**config.mk**
```make
export PLATFORM = sky130hd
export DESIGN_NAME = spike_encoder
export DESIGN_NICKNAME = d
export VERILOG_FILES = /design/src/rtl/snn_pkg.sv /design/src/rtl/spike_out_reg.sv /design/src/rtl/spike_encoder.sv
export SDC_FILE = /design/constraint.sdc
export NUM_CORES = 1
export LEC_CHECK = 0
export ABC_AREA = 1
export ABC_CLOCK_PERIOD_IN_PS = 3700
export BUFFER_PORTS_ARGS = -buffer_cell sky130_fd_sc_hd__clkbuf_2
export CAP_MARGIN = 20
export CORE_MARGIN = 3
export CORE_UTILIZATION = 25
export DETAILED_ROUTE_END_ITERATION = 12
export SYNTH_ARGS = -nofsm -noshare
export SYNTH_HDL_FRONTEND = slang
export SYNTH_SLANG_ARGS = --single-unit
```
**constraint.sdc**
```tcl
create_clock -name clk -period 3.7 [get_ports clk]
set_input_delay 0.74 -clock clk [delete_from_list [all_inputs] [get_ports clk]]
set_output_delay 0.74 -clock clk [all_outputs]
set_load 0.01 [all_outputs]
```
**src/rtl/snn_pkg.sv**
```systemverilog
// Shared SNN core definitions: controller state encodings and core geometry.
package snn_pkg;

    localparam int N_NUM = 32;
    localparam int G_NUM = 8;
    localparam int N_SZ  = 5;
    localparam int G_SZ  = 3;

    localparam logic [2:0] IDLE     = 3'd0;
    localparam logic [2:0] SET      = 3'd1;
    localparam logic [2:0] SYN_ACCU = 3'd2;
    localparam logic [2:0] DECAY    = 3'd3;
    localparam logic [2:0] PDE      = 3'd4;
    localparam logic [2:0] FINISH   = 3'd5;
    localparam logic [2:0] DONE     = 3'd6;

endpackage

```
**src/rtl/spike_out_reg.sv**
```systemverilog
// One-entry valid/ready holding register.
// A load may coincide with a drain of the previous word.
module spike_out_reg #(
    parameter int W = 32
) (
    input  logic         clk,
    input  logic         rst,
    input  logic         load,
    input  logic [W-1:0] load_data,
    input  logic         ready,
    output logic [W-1:0] data,
    output logic         valid
);

    always_ff @(posedge clk or negedge rst) begin
        if (!rst) begin
            data  <= '0;
            valid <= 1'b0;
        end else begin
            if (load) begin
                data <= load_data;
            end
            valid <= load | (valid & ~ready);
        end
    end

endmodule

```
**src/rtl/spike_encoder.sv**
```systemverilog
// Spike stream transmitter: packs two fire bits per beat during PDE
// into an N_NUM-bit word and hands it to the next layer's decoder.
module spike_encoder #(
    parameter int N_NUM = snn_pkg::N_NUM,
    parameter int N_SZ  = snn_pkg::N_SZ
) (
    input  logic             clk,
    input  logic             rst,
    input  logic [2:0]       state,
    input  logic             fire_valid,
    input  logic [1:0]       fire,
    input  logic [N_SZ-1:0]  rf_addr,
    output logic             fire_ready,
    output logic [N_NUM-1:0] spike_stream_out,
    output logic             stream_valid,
    input  logic             stream_ready,
    output logic             enc_fin,
    output logic             addr_err
);

    import snn_pkg::*;

    localparam int CW = N_SZ - 1;
    localparam logic [CW-1:0] LAST = CW'(N_NUM / 2 - 1);

    logic             pde;
    logic             pde_q;
    logic             entry;
    logic             last;
    logic             accept;
    logic             load;
    logic [CW-1:0]    cnt;
    logic [CW-1:0]    cnt_eff;
    logic [N_NUM-3:0] coll;
    logic [N_NUM-3:0] coll_eff;
    logic [N_NUM-1:0] word;

    assign pde      = (state == PDE);
    assign entry    = pde & ~pde_q;
    assign cnt_eff  = entry ? '0 : cnt;
    assign coll_eff = entry ? '0 : coll;
    assign last     = (cnt_eff == LAST);

    // Only the final beat can stall: it needs the output slot free.
    assign fire_ready = ~(last & stream_valid & ~stream_ready);
    assign accept     = pde & fire_valid & fire_ready;
    assign load       = accept & last;

    // Bits shifted past position 2 can never reach the word, so the
    // collector keeps only the upper N_NUM-2 bits of the shift chain.
    assign word = {fire, coll_eff};

    always_ff @(posedge clk or negedge rst) begin
        if (!rst) begin
            pde_q    <= 1'b0;
            cnt      <= '0;
            coll     <= '0;
            enc_fin  <= 1'b0;
            addr_err <= 1'b0;
        end else begin
            pde_q   <= pde;
            enc_fin <= load;
            if (accept && rf_addr != {cnt_eff, 1'b0}) begin
                addr_err <= 1'b1;
            end
            if (!pde) begin
                cnt  <= '0;
                coll <= '0;
            end else if (accept) begin
                coll <= word[N_NUM-1:2];
                cnt  <= last ? '0 : cnt_eff + CW'(1);
            end else if (entry) begin
                cnt  <= '0;
                coll <= '0;
            end
        end
    end

    spike_out_reg #(
        .W(N_NUM)
    ) u_out (
        .clk       (clk),
        .rst       (rst),
        .load      (load),
        .load_data (word),
        .ready     (stream_ready),
        .data      (spike_stream_out),
        .valid     (stream_valid)
    );

endmodule

```
# After elaboration in Yosys (flattened, before gate mapping)
# Index checks and enable logic that the tools add are counted.
# Widths: inputs -> output; s select.
[totals]
register_bits = 70
in_bits = 14
output_inout_bits = 36
[classes]
add_sub_neg = 1
n_eq_ne = 3
mux = 7
n_bitwise = 11
reduce_logical = 1
[ops]
columns = ["cell", "count"]
rows = [
  ["$mux 30", 3],
  ["$mux 4", 4],
  ["$and 1x1->1", 7],
  ["$ne 5x5->1", 1],
  ["$add 4x1->4 const B", 1],
  ["$eq 4x4->1 const B", 1],
  ["$eq 3x3->1 const B", 1],
  ["$not 1->1", 3],
  ["$logic_and 1x1->1", 1],
  ["$or 1x1->1", 1],
]

# Longest topological paths before layout
[logic_depth]
depth_word = 10
mapped_depth = 10
depth_no_buf = 9

# Modules after synthesis
# Synthesis repeated with hierarchy kept, for this count alone.
[unflattened]
cells_unflattened = 380
hier_area_um2 = 3279.4
[by_module_without_submodules]
columns = ["mod", "n_inst", "cells_each", "area_each_um2"]
rows = [
  ["spike_encoder", 1, 240, 1953.1],
  ["spike_out_reg", 1, 140, 1326.3],
]

# Worst setup path before layout
# No wires, ideal clock.
[synth_timing]
path_kind = "input to output"
from = "in state[1]"
to = "out fire_ready"
arrival_ns = 1.382
required_ns = 2.960
setup_slack_ns = 1.578
cell_stages = 5
path_cell_list = "nor2_2 > nand3_2 > nand3_1 > nor2_4 > nand2_1"
[synth_via]
elab_chain_len = 7
[synth_rtl]
columns = ["item", "line_no", "rtl"]
rows = [
  ["start, declared", "spike_encoder.sv:9", "input logic [2:0] state,"],
  ["$eq 3x3->1", "spike_encoder.sv:38", "assign pde = (state == PDE);"],
  ["$and 1x1->1", "spike_encoder.sv:39", "assign entry = pde & ~pde_q;"],
  ["$mux 4", "-", ""],
  ["$eq 4x4->1", "spike_encoder.sv:42", "assign last = (cnt_eff == LAST);"],
  ["$and 1x1->1 (2 in a row)", "spike_encoder.sv:45", "assign fire_ready = ~(last & stream_valid & ~stream_ready);"],
  ["$not 1->1", "spike_encoder.sv:45", ""],
  ["end, declared", "spike_encoder.sv:13", "output logic fire_ready,"],
]
# Every way passes these cells.

# Worst setup path in the final report
# Ends and elaborated chain as after synthesis.

==> run metrics <==
outcome completed; clock power share 47.9%; Setup crit end fire_ready; CTS buffer count 9; Post CTS Setup Buffer Count 0; flops & latches, synth 70; via count 2553; die outline area 14200 µm²; Bufs and invs on worst path 2; WHS Path Cells 2; hpwl dp 4.48 mm; Routed WL 6.98 mm; GRT Resource Usage Total 10.7%; area grow syn2layout 19.4%; Synth Net Count 401; Critical Path Sink Type output port; post-layout min period 2420 ps; skew final 5.81 ps; I/O Pins 50; top-count cell post-synth nand2_1; Final Cycle Share 65.4%; # hold bufs at CTS 0; final net count 443; R2R Setup Slk 1620 ps; Final Max Tran Viols 0; diode count 0; CP Launch Point state[1]; complex-gate fraction of the synthesized area 4.48%; largest net degree at the start of global routing 71; Starting Density 26.2%; antenna violations before repair 0; Worst-Margin Slew 884 ps; worst path cell trace clkbuf_2 -> nor2_2 -> nand3_2 -> nand3_1 -> nor2_4 -> nand2_1 -> clkbuf_2; Adder-Cell Fraction of Synth Area 0%; synth cell count leaders 132 x nand2_1, 70 x dfrtp_1, 62 x nand3_1, 40 x inv_1, 26 x o21ai_0; leak pwr 2.20 nW; fin area 3830 µm²; 1st-iter DRT viols 142; cell family with most CP delay simple AND/OR/NAND/NOR gates; share of total power in sequential cells 48.5%; Critical Path Fanout Max 8; share of layout cells above drive strength 1 18.0%; Gate power share 3.6%; Port Buffer Count 49; Routed WL per cell 11.6 µm; library cells used by synthesis 23; R2R Path End u_out.data[1]; first-pass GRT wire length 12.3 mm; Reg2Reg Depth 8; largest area contributor in the netlist dfrtp_1; row count 40; CP max stage delay 220 ps; CTS Buffer Depth 2; Req. time, crit path 2960 ps; Syn Inst Count 387; die width 119 µm; WP depth 7; clock sinks 70; Detail Route Antenna Nets 0; hold crit path type reg -> reg; CTS root buffer clkbuf_16; Remaining DRCs 0; Synth async-reset ratio 100%; Synth Area in Simple Gates 31.5%; PD cells 413 nW/µm²; Via-to-Cell Ratio 4.24; via count of the first global-routing pass 2441; Clk Latency, worst-skew pair 330 ps; CP max stage cell nand3_1; post-cts gate resize count 0; mux cell area share after synthesis 0%; Synth area leaders dfrtp_1 55%, nand2_1 15%, nand3_1 9.7%, inv_1 4.7%, o21ai_0 4.1%; total power 1.58 mW; Internal 1.23 mW; remaining global-route overflow 0; Slew Limit Headroom 41.1%; DRT Pass-1 Iters 8; Maximum Capacitance Violations 0; placed cell areas 3550 µm²; core box area 12300 µm²; type of the worst setup path in -> out; largest family of logic cells by synthesized area simple AND/OR/NAND/NOR gates; Final Hold Vio Count 0; hold_ws 468 ps; CTS tree done; cell mode on critical path clkbuf_2; CP Launch Type primary input; RSZ-0062 raised after global routing no; Final Setup Violations 0; Die Height 119 µm; Synth Area in XOR/XNOR 0%; sequential area share after synthesis 54.6%; Synth top area share 54.6%; fmax 0.413 GHz; EDFF count, synth 0; maximum VDD drop 0.160 mV; Clk pin slew, worst setup/hold paths 50 ps; H-tree levels 3; global placer's final weighted congestion 0.873; syn avg cell area 8.29 µm²; synth warn 0; sw power 0.349 mW; Synth Cell Area 3210 µm²; arrival time at the worst endpoint 1680 ps; setup TNS 0 ps; RR Startpoint pde_q; switching part of the total 22.1%; Primary FF master, synth dfrtp_1
==> power groups by stage <==
| stage | clock network, mW | registers [mW] | logic, mW |
|---|---|---|---|
| final | 0.758 | 0.768 | 0.0566 |
| after global routing | 0.812 | 0.767 | 0.0664 |
| after CTS | 0.784 | 0.768 | 0.0570 |
| after detailed placement | 0 | 0.781 | 0.0572 |
| after global placement | 0 | 0.781 | 0.0559 |
| after floorplan | 0 | 0.781 | 0.0287 |
==> logic make-up after synthesis <==
group           Yosys count
simple gates            225
compound gates           28
flops                    70
buf+inv                  64
==> registers in the layout, indices dropped and copies added (netlist names) <==
register / flops
u_out.data: 32
addr_err: 1
coll: 30
cnt: 4
pde_q: 1
enc_fin: 1
u_out.valid: 1
==> cell usage in the layout (no fill, tap or decap), types with 3 or more instances in the layout <==
cell type and count:
nand3_1 62, o21ai_0 26, nand4_1 3, nor2_1 14
clkbuf_2 48, nand2_1 132, inv_1 40, nand3b_1 5
clkbuf_16 9, dfrtp_1 70, clkinv_2 3, buf_4 4
nor2_2 3, clkbuf_1 3
==> tightest hold or removal path, stage by stage (launching register included) <==
cell and delay, ps:
dfrtp_1 340, inv_1 40, nand2_1 50
==> per-stage QoR <==
stage / cells / setup slack (ps) / util [%]
2_1_floorplan: 387 / 1580 / -
3_3_place_gp: 585 / 1090 / 29.0
3_5_place_dp: 585 / 1010 / 29.0
4_1_cts: 601 / 1270 / 31.1
5_1_grt: 602 / 1090 / 31.3
6_report: 602 / 1280 / 31.3
==> final cells by class <==
cell class / count / area (µm²)
flip-flops and latches: 70 / 1750
clock inverters: 4 / 23.8
clock buffers: 12 / 236
multi-input cells: 253 / 1160
fillers: 1288 / 8430
well taps: 168 / 210
repair buffers: 54 / 295
inverters: 41 / 154
==> metal layers <==
| layer | GRT usage [%] | share of wire (%) | vias up |
|---|---|---|---|
| met2 | 16.5 | 47 | 70 |
| met4 | 3.01 | 0.67 | 0 |
| met5 | 0 | 0 | - |
| met3 | 3.47 | 6.4 | 5 |
| met1 | 14.3 | 46 | 1168 |
| li1 | - | - | 1310 |
==> how the worst min path moves through the flow <==
stage,from,to,slack (ps)
floorplan,rst,addr_err,440
global placement,addr_err,addr_err,450
detailed placement,addr_err,addr_err,460
CTS,addr_err,addr_err,470
global route,u_out.data[30],u_out.data[30],490
finish,addr_err,addr_err,470
(Power assumes the default switching activity.)
